**src/rtl/layer_ctrl_pkg.sv**
```systemverilog
// Shared definitions for the layer mode controller.
//  - state_t    : controller phases (IDLE, ARM, RUN, DONE)
//  - is_onehot  : true when exactly one bit of a mode word is set
//  - onehot2bin : binary index of the set bit of a one-hot word
// The helpers work on a fixed MAX_PE-wide vector. Callers zero-extend
// narrower engine vectors, so one function body serves every N_PE.
package layer_ctrl_pkg;

  localparam int MAX_PE    = 32;
  localparam int MAX_SEL_W = $clog2(MAX_PE);

  typedef enum logic [1:0] {
    IDLE = 2'd0,
    ARM  = 2'd1,
    RUN  = 2'd2,
    DONE = 2'd3
  } state_t;

  // Clearing the lowest set bit leaves zero only for words with a single bit.
  function automatic logic is_onehot(input logic [MAX_PE-1:0] vec);
    return (vec != '0) && ((vec & (vec - MAX_PE'(1))) == '0);
  endfunction

  // OR of the indices of all set bits; exact for one-hot inputs and cheaper
  // than a priority chain.
  function automatic logic [MAX_SEL_W-1:0] onehot2bin(input logic [MAX_PE-1:0] vec);
    logic [MAX_SEL_W-1:0] idx;
    idx = '0;
    for (int i = 0; i < MAX_PE; i++) begin
      if (vec[i]) idx = idx | MAX_SEL_W'(i);
    end
    return idx;
  endfunction

endpackage

```
**src/rtl/onehot_enc.sv**
```systemverilog
// Combinational one-hot to binary encoder.
//  vec   in  N_PE   one-hot candidate word
//  idx   out SEL_W  binary index of the set bit (meaningful when valid=1)
//  valid out 1      exactly one bit of vec is set
module onehot_enc
  import layer_ctrl_pkg::*;
#(
  parameter int N_PE  = 4,
  parameter int SEL_W = $clog2(N_PE)
) (
  input  logic [N_PE-1:0]  vec,
  output logic [SEL_W-1:0] idx,
  output logic             valid
);

  logic [MAX_PE-1:0]    vec_ext;
  logic [MAX_SEL_W-1:0] idx_full;

  assign vec_ext  = MAX_PE'(vec);
  assign idx_full = onehot2bin(vec_ext);
  assign idx      = idx_full[SEL_W-1:0];
  assign valid    = is_onehot(vec_ext);

  // High index bits are always zero for an N_PE-wide input.
  generate
    if (SEL_W < MAX_SEL_W) begin : g_idx_hi
      logic unused_idx_hi;
      assign unused_idx_hi = ^idx_full[MAX_SEL_W-1:SEL_W];
    end
  endgenerate

endmodule

```
**src/rtl/layer_mode_ctrl.sv**
```systemverilog
// Layer-level mode controller for the accelerator compute engines.
// Accepts a one-hot mode word per layer, drives the output-mux select
// (Switch0) and the active-low engine enables (Switch1), forwards the DMA
// start strobes and Last from the selected engine, and reports layer
// progress and error pulses.
//  clk, rst            clock, synchronous active-high reset
//  Switch, cfg_valid   mode word (bits [N_PE-1:0] one-hot) and its strobe
//  cfg_ready           idle, a new mode word will be accepted
//  Switch0, Switch1    binary mux select, active-low engine enables
//  PE_DMA_Read_Start,
//  PE_DMA_Write_Start,
//  PE_Last             per-engine strobes
//  DMA_Read_Start,
//  DMA_Write_Start,
//  M_Last              strobes of the selected engine, one cycle later
//  busy, layer_done    layer in progress / end-of-layer pulse
//  mode_err, stray_err illegal mode word / strobe from a deselected engine
module layer_mode_ctrl
  import layer_ctrl_pkg::*;
#(
  parameter int N_PE  = 4,
  parameter int SEL_W = $clog2(N_PE)
) (
  input  logic             clk,
  input  logic             rst,
  input  logic [31:0]      Switch,
  input  logic             cfg_valid,
  output logic             cfg_ready,
  output logic [SEL_W-1:0] Switch0,
  output logic [N_PE-1:0]  Switch1,
  input  logic [N_PE-1:0]  PE_DMA_Read_Start,
  input  logic [N_PE-1:0]  PE_DMA_Write_Start,
  input  logic [N_PE-1:0]  PE_Last,
  output logic             DMA_Read_Start,
  output logic             DMA_Write_Start,
  output logic             M_Last,
  output logic             busy,
  output logic             layer_done,
  output logic             mode_err,
  output logic             stray_err
);

  state_t            state_reg, state_next;
  logic [N_PE-1:0]   mode_q_reg;
  logic [SEL_W-1:0]  switch0_reg;
  logic [N_PE-1:0]   switch1_reg;
  logic              rd_reg, wr_reg, last_reg;
  logic              done_reg, mode_err_reg, stray_reg;

  logic [N_PE-1:0]   enc_in;
  logic [SEL_W-1:0]  enc_idx;
  logic              enc_valid;
  logic [N_PE-1:0]   stray_vec;
  logic              in_idle, in_run;

  assign in_idle = (state_reg == IDLE);
  assign in_run  = (state_reg == RUN);

  // One encoder serves both uses: in IDLE it qualifies the incoming word,
  // afterwards it encodes the captured mode for the ARM register load.
  assign enc_in = in_idle ? Switch[N_PE-1:0] : mode_q_reg;

  onehot_enc #(
    .N_PE  (N_PE),
    .SEL_W (SEL_W)
  ) u_enc (
    .vec   (enc_in),
    .idx   (enc_idx),
    .valid (enc_valid)
  );

  // Switch1 is 1 exactly on the deselected engines, so it doubles as the
  // stray-strobe mask.
  for (genvar gi = 0; gi < N_PE; gi++) begin : g_stray
    assign stray_vec[gi] = switch1_reg[gi] &
                           (PE_DMA_Read_Start[gi] | PE_DMA_Write_Start[gi] | PE_Last[gi]);
  end

  // Mode bits above N_PE are ignored by design.
  generate
    if (N_PE < 32) begin : g_switch_hi
      logic unused_switch_hi;
      assign unused_switch_hi = ^Switch[31:N_PE];
    end
  endgenerate

  always_comb begin
    state_next = state_reg;
    case (state_reg)
      IDLE:    if (cfg_valid && enc_valid) state_next = ARM;
      ARM:     state_next = RUN;
      RUN:     if (PE_Last[switch0_reg]) state_next = DONE;
      DONE:    state_next = IDLE;
      default: state_next = IDLE;
    endcase
  end

  always_ff @(posedge clk) begin
    if (rst) begin
      state_reg    <= IDLE;
      mode_q_reg   <= '0;
      switch0_reg  <= '0;
      switch1_reg  <= '1;
      rd_reg       <= 1'b0;
      wr_reg       <= 1'b0;
      last_reg     <= 1'b0;
      done_reg     <= 1'b0;
      mode_err_reg <= 1'b0;
      stray_reg    <= 1'b0;
    end else begin
      state_reg    <= state_next;
      mode_err_reg <= in_idle && cfg_valid && !enc_valid;
      if (in_idle && cfg_valid) mode_q_reg <= Switch[N_PE-1:0];
      if (state_reg == ARM) begin
        switch0_reg <= enc_idx;
        switch1_reg <= ~mode_q_reg;
      end
      // Forwarding is gated to RUN so strobes seen in other phases are dropped.
      rd_reg    <= in_run && PE_DMA_Read_Start[switch0_reg];
      wr_reg    <= in_run && PE_DMA_Write_Start[switch0_reg];
      last_reg  <= in_run && PE_Last[switch0_reg];
      stray_reg <= in_run && (|stray_vec);
      // DONE lasts one cycle, so this pulse lands one cycle after M_Last.
      done_reg  <= (state_reg == DONE);
    end
  end

  assign cfg_ready       = in_idle;
  assign busy            = !in_idle;
  assign Switch0         = switch0_reg;
  assign Switch1         = switch1_reg;
  assign DMA_Read_Start  = rd_reg;
  assign DMA_Write_Start = wr_reg;
  assign M_Last          = last_reg;
  assign layer_done      = done_reg;
  assign mode_err        = mode_err_reg;
  assign stray_err       = stray_reg;

endmodule
```
**config.mk**
```make
export PLATFORM = sky130hd
export DESIGN_NAME = layer_mode_ctrl
export DESIGN_NICKNAME = d
export VERILOG_FILES = /design/src/rtl/layer_ctrl_pkg.sv /design/src/rtl/onehot_enc.sv /design/src/rtl/layer_mode_ctrl.sv
export SDC_FILE = /design/constraint.sdc
export NUM_CORES = 1
export LEC_CHECK = 0
export CAP_MARGIN = 20
export CORE_MARGIN = 2
export CORE_UTILIZATION = 30
export CTS_CLUSTER_DIAMETER = 100
export DETAILED_ROUTE_END_ITERATION = 10
export MAX_ROUTING_LAYER = met4
export PLACE_DENSITY = 0.7
export SYNTH_ARGS = -nofsm -noshare
export SYNTH_HDL_FRONTEND = slang
export SYNTH_HIERARCHICAL = 1
export SYNTH_SLANG_ARGS = --single-unit
```
**constraint.sdc**
```tcl
create_clock -name clk -period 6.68 [get_ports clk]
set_input_delay 1.002 -clock clk [delete_from_list [all_inputs] [get_ports clk]]
set_output_delay 1.002 -clock clk [all_outputs]
set_load 0.02 [all_outputs]
```
==> results of run 1 <==
logic make-up (layout without fill, tap and decap cells):
logic type,after synthesis,in the layout,synth area share
muxes,11,11,0.1641
DFF,18,18,0.4006
adders and majority gates,4,4,0.05564
and+or+nand+nor,34,34,0.2044
buffers and inverters,6,38,0.02503
AOI/OAI and AO/OA,18,18,0.1405
xor gates and xnor gates,1,1,0.009738
how the worst max path moves through the flow:
stage	cells past startpoint	from	to	slack (ns)
3_3_place_gp	7	Switch[2]	state_reg[0]$_SDFFE_PP0P_	3.52
3_5_place_dp	7	Switch[1]	state_reg[0]$_SDFFE_PP0P_	3.48
6_report	3	state_reg[0]$_SDFFE_PP0P_	cfg_ready	3.75
4_1_cts	3	state_reg[0]$_SDFFE_PP0P_	cfg_ready	3.73
2_1_floorplan	9	state_reg[0]$_SDFFE_PP0P_	state_reg[0]$_SDFFE_PP0P_	3.92
5_1_grt	8	state_reg[0]$_SDFFE_PP0P_	state_reg[0]$_SDFFE_PP0P_	3.59
placed cells by master, fill, tap and decap left out:
master	netlist	final
a211oi_1	1	1
a211oi_2	1	1
a21boi_0	1	1
a21oi_1	4	4
a221o_2	1	1
a41oi_1	1	1
and2_1	1	1
clkbuf_4	0	3
clkdlybuf4s50_1	0	32
dfxtp_1	18	18
ha_1	4	4
inv_1	3	3
mux2_2	4	4
mux2i_1	5	5
mux4_1	2	2
nand2_1	9	9
nand2b_1	7	7
nand3_1	4	4
nor2_1	3	3
nor2b_1	5	5
nor3_1	1	1
o21ai_0	4	4
o311ai_1	1	1
o31ai_1	4	4
or2_1	2	2
or4b_1	2	2
xnor2_1	1	1
power groups by stage:
stage / Combinational, mW / Sequential [mW] / Clock, mW
6_report: 0.210 / 0.148 / 0.0518
5_1_grt: 0.232 / 0.151 / 0.0574
4_1_cts: 0.212 / 0.148 / 0.0537
3_5_place_dp: 0.211 / 0.151 / 0
3_3_place_gp: 0.204 / 0.149 / 0
2_1_floorplan: 0.128 / 0.159 / 0
worst register-to-register path: cells and delay by family (launching register included):
family          cells  cell delay, ns
buf+inv             1            0.12
compound gates      4            0.84
flops               1            0.35
fa+ha+maj           1            0.48
mux                 1            0.44
simple gates        1            0.52
layout make-up:
cell class,count,share of cell area
tap,31,0.03054
sequential,18,0.2837
clock buffer,3,0.01773
inverter,3,0.008867
multi-input combinational,68,0.4069
timing repair buffer,32,0.2522
layer usage:
metal,part of all wire,vias to the layer above,global-route usage
met4,0,0,0.04870
li1,-,397,-
met1,0.45,380,0.1714
met2,0.49,30,0.2381
met5,0,-,-
met3,0.064,0,0.01538
==> impl_metrics.toml, run 1 <==
[run_status]
status = "finished, violations left"
violations = "design-rule violations"

[power_and_ir_drop]
pwr-share-seq = 0.361
swShare = 0.3757
p_comb_frac = 0.513
power.share.clock = 0.126
p_per_area_nw_per_um2 = 322.6
vdd_drop_max_uv = 99.80
p_total_mw = 0.4097
power_switching_mw = 0.1539
p_leak_nw = 0.4705
p_int_mw = 0.2558

[logic_synthesis]
ys_ff_latch = 18
syn-num-nets = 143
synth_ff_type = "dfxtp_1"
synth.top_cell.area_share = 0.4006
yosys.area.top_type = "dfxtp_1"
syn_avg_cell_area_um2 = 9.778
syn_inst = 92
synth_edf_count = 0
synth_common_cells = "18 x dfxtp_1, 9 x nand2_1, 7 x nand2b_1, 5 x mux2i_1, 5 x nor2b_1"
yosysWarnings = 6
yosysMostFrequentCell = "dfxtp_1"
synthArstFlopShare = 0
synth_area_um2 = 899.6
synthTopCellsByArea = "dfxtp_1 40%, mux4_1 5.8%, ha_1 5.6%"
synth_cell_types = 26
yosysSeqAreaShare = 0.4006

[placed_design]
hpwl_mm = 1.715
gp_congestion = 0.9102
dpl_worst_slack_ns = 3.482
placed_area_um2 = 1247
numPlacedInstances = 152
port_buffers = 32

[sta]
hold_viol = 0
maxSlewHeadroom = 0.6500
finalCritPeriodShare = 0.4381
max_freq_mhz = 341.7
finalSetupTns_ns = 0
fin_crit_ns = 2.926
setup_slack_ns = 3.754
worst_pin_slew_ns = 0.5234
timing.hold.ws_ns = 0.4844
rsz0062_at_grt = "false"
final-setup-viol-count = 0
finalClockSkew_ns = 0.003929
slew_viol_final = 0

[floorplanning]
core_area_um2 = 2805
die-area_um2 = 3453
initial_core_util = 0.3207
num_io_pins = 61
fp.dieH_um = 58.76
rows = 19
die_w_um = 58.76

[worst_hold_path]
hp-start = "mode_q_reg[2]$_SDFFE_PP0P_"
whs_endpoint = "mode_q_reg[2]$_SDFFE_PP0P_"
holdPathStages = 2
hold_class = "register to register"

[clocking]
ctsHoldBuffers = 0
clk_pin_slew_worst_paths_ns = 0.10
post_cts_resized = 0
clk-insertion-delay-late_ns = 0.28
cts_buffer_depth = 2
clkSinkCount = 18
cts_setup_buffers = 0
cts_root_buf = "clkbuf_4"
cts-htree-levels = 1
numCtsBuffers = 3
cts_tree = "built"

[worst_setup_path]
critPathSlowestCell = "clkdlybuf4s50_1"
reg2regPathDepth = 8
crit_path_start_kind = "register"
path_cells = "inv_1, ha_1, clkdlybuf4s50_1"
cpPeakStageDelay_ns = 0.70
required_ns = 5.68
path_delay_family = "buffers and inverters"
cp.arrival_ns = 1.92
worst-path-buf-inv = 2
r2r_start = "state_reg[0]$_SDFFE_PP0P_"
r2r_end = "state_reg[0]$_SDFFE_PP0P_"
worst-setup-path-type = "register to output port"
end_kind = "output port"
critPathMaxFanout = 13
reg2reg_slack_ns = 3.86

[route]
first_iter_violations = 26
ant_nets = 0
routed_wl_mm = 2.171
dr.pass1.iters = 7
wl_per_cell_um = 14.01
routed_via_density = 5.206
drcViolationCount = 5
vias = 807

[finish]
n_fill_cell = 284
seq_area_um2 = 360.3
layout.cells.non_filler = 155
area_delta_synth_final_pct = 41.17
drive_gt1_frac = 0.07258
n_antenna_cell = 0
nNetsFinal = 177
multi_input_area_um2 = 516.7
fin_area_um2 = 1270
fin_util = 0.4527

[flow_run]
cap_violations = 0

[global_route]
grt_first_pass_wirelength_mm = 3.622
grt_overflow = 0
grt_max_degree = 17
antenna_found_initial = 0
grt_pass1_vias = 787
grtUsageTotal = 0.1401
(Power assumes the default switching activity.)
==> inputs of run 2 (changes only) <==
==> constraint.sdc (replaced) <==
create_clock -name clk -period 2.71 [get_ports clk]
set_input_delay 0.4065 -clock clk [delete_from_list [all_inputs] [get_ports clk]]
set_output_delay 0.4065 -clock clk [all_outputs]
set_load 0.02 [all_outputs]
==> run 2 against run 1 <==
Effect of this change: the run still ends with design-rule violations left; largest cell class unchanged; largest power group unchanged; combinational power grew to 2.8 times the previous value; worst setup slack got worse by 3.6 ns; flip-flop and latch count stayed put; critical path type is now register to register.
==> impl_metrics.toml, run 2 (synthesized netlist as in run 1, its figures left out) <==
[power_and_ir_drop]
power.share.clock = 0.120
vdd_drop_max_uv = 247.1
p_comb_frac = 0.540
power_switching_mw = 0.4019
p_total_mw = 1.073
pwr-share-seq = 0.340
swShare = 0.3746
p_per_area_nw_per_um2 = 826.9
p_leak_nw = 0.4809
p_int_mw = 0.6709

[worst_setup_path]
worst-path-buf-inv = 1
worst-setup-path-type = "register to register"
path_cells = "inv_1, ha_4, mux2_2, or4b_1, o311ai_1, a21boi_1, a221o_2, a211oi_2"
cp.arrival_ns = 2.76
required_ns = 2.92
critPathSlowestCell = "or4b_1"
cpPeakStageDelay_ns = 0.52
crit_path_start_kind = "register"
critPathMaxFanout = 9
end_kind = "register"
path_delay_family = "compound AO/OA/AOI/OAI gates"

[flow_run]
cap_violations = 0

[clocking]
numCtsBuffers = 3
ctsHoldBuffers = 0
cts_tree = "built"
cts_buffer_depth = 2
cts_root_buf = "clkbuf_4"
clk-insertion-delay-late_ns = 0.29
cts-htree-levels = 1
clk_pin_slew_worst_paths_ns = 0.10
clkSinkCount = 18

[placed_design]
hpwl_mm = 1.798
port_buffers = 32
dpl_worst_slack_ns = -0.02514
numPlacedInstances = 154
gp_congestion = 0.9055

[sta]
maxSlewHeadroom = 0.6473
slew_viol_final = 0
finalCritPeriodShare = 0.9413
worst_pin_slew_ns = 0.5273
hold_viol = 0
timing.hold.ws_ns = 0.4818
finalSetupTns_ns = 0
setup_slack_ns = 0.1590
fin_crit_ns = 2.551
max_freq_mhz = 392.0
rsz0062_at_grt = "false"
finalClockSkew_ns = 0.01036
final-setup-viol-count = 0

[global_route]
grt_overflow = 0
grt_pass1_vias = 859
antenna_found_initial = 0
grt_first_pass_wirelength_mm = 3.601
grtUsageTotal = 0.1414
grt_max_degree = 17

[finish]
final_common_cell = "clkdlybuf4s50_1"
seq_area_um2 = 360.3
area_delta_synth_final_pct = 44.23
n_fill_cell = 267
layout.cells.non_filler = 157
drive_gt1_frac = 0.09524
n_antenna_cell = 0
multi_input_area_um2 = 529.3
nNetsFinal = 179
final_cell_mix = "32 x clkdlybuf4s50_1, 18 x dfxtp_1, 9 x nand2_1"

[route]
wl_per_cell_um = 14.67
routed_wl_mm = 2.303
first_iter_violations = 26
vias = 827
ant_nets = 0
drcViolationCount = 5
dr.pass1.iters = 7
routed_via_density = 5.268

[floorplanning]
initial_core_util = 0.3207
fp.dieH_um = 58.76
rows = 19
die-area_um2 = 3453
core_area_um2 = 2805
die_w_um = 58.76
num_io_pins = 61

[worst_hold_path]
hold_class = "register to register"

[run_status]
violations = "design-rule violations"
status = "finished, violations left"
-- run 2: per-layer routing --
metal	routed length, um	vias to the layer above	track usage
li1	-	402	-
met1	986	388	0.1454
met2	1121	35	0.2460
met3	170	2	0.02198
met4	25	0	0.09416
met5	0	-	-
-- run 2: layout make-up --
cell class,count,share of cell area
clock buffers,3,0.01736
repair buffers,34,0.2584
flip-flops and latches,18,0.2777
well taps,31,0.02989
multi-input cells,68,0.4079
inverters,3,0.008679
-- run 2: what timing repair did --
action                     4_1_cts  5_1_grt
setup endpoints to repair        1        2
resized for setup                1        2
buffers inserted                 0        0
-- run 2: tightest hold or removal path, delay by kind of cell (launching register included) --
kind | cells | cell delay (ns)
AO/OA/AOI/OAI | 1 | 0.05
AND/OR/NAND/NOR | 1 | 0.06
flip-flops | 1 | 0.33
-- run 2: power groups by stage --
stage / combinational (mW) / clock, mW / sequential [mW]
floorplan: 0.319 / 0 / 0.393
global placement: 0.534 / 0 / 0.366
detailed placement: 0.552 / 0 / 0.371
CTS: 0.559 / 0.133 / 0.365
global route: 0.624 / 0.140 / 0.373
finish: 0.580 / 0.129 / 0.365
-- run 2: path summary, 6_finish.rpt --
check / start / to / slack, ns / depth (start not counted)
worst max-delay path: state_reg[0]$_SDFFE_PP0P_ / state_reg[0]$_SDFFE_PP0P_ / 0.16 / 8
worst min-delay path: mode_q_reg[1]$_SDFFE_PP0P_ / mode_q_reg[1]$_SDFFE_PP0P_ / 0.48 / 2
worst max register to register: state_reg[0]$_SDFFE_PP0P_ / state_reg[0]$_SDFFE_PP0P_ / 0.16 / 8
worst min register to register: mode_q_reg[1]$_SDFFE_PP0P_ / mode_q_reg[1]$_SDFFE_PP0P_ / 0.48 / 2
-- run 2: through the flow --
step           instance area, um^2  utilization
3_5_place_dp                  1262       0.4500
6_report                      1297       0.4625
3_3_place_gp                  1262       0.4500
4_1_cts                       1287       0.4590
5_1_grt                       1297       0.4625
2_1_floorplan                900.9            -
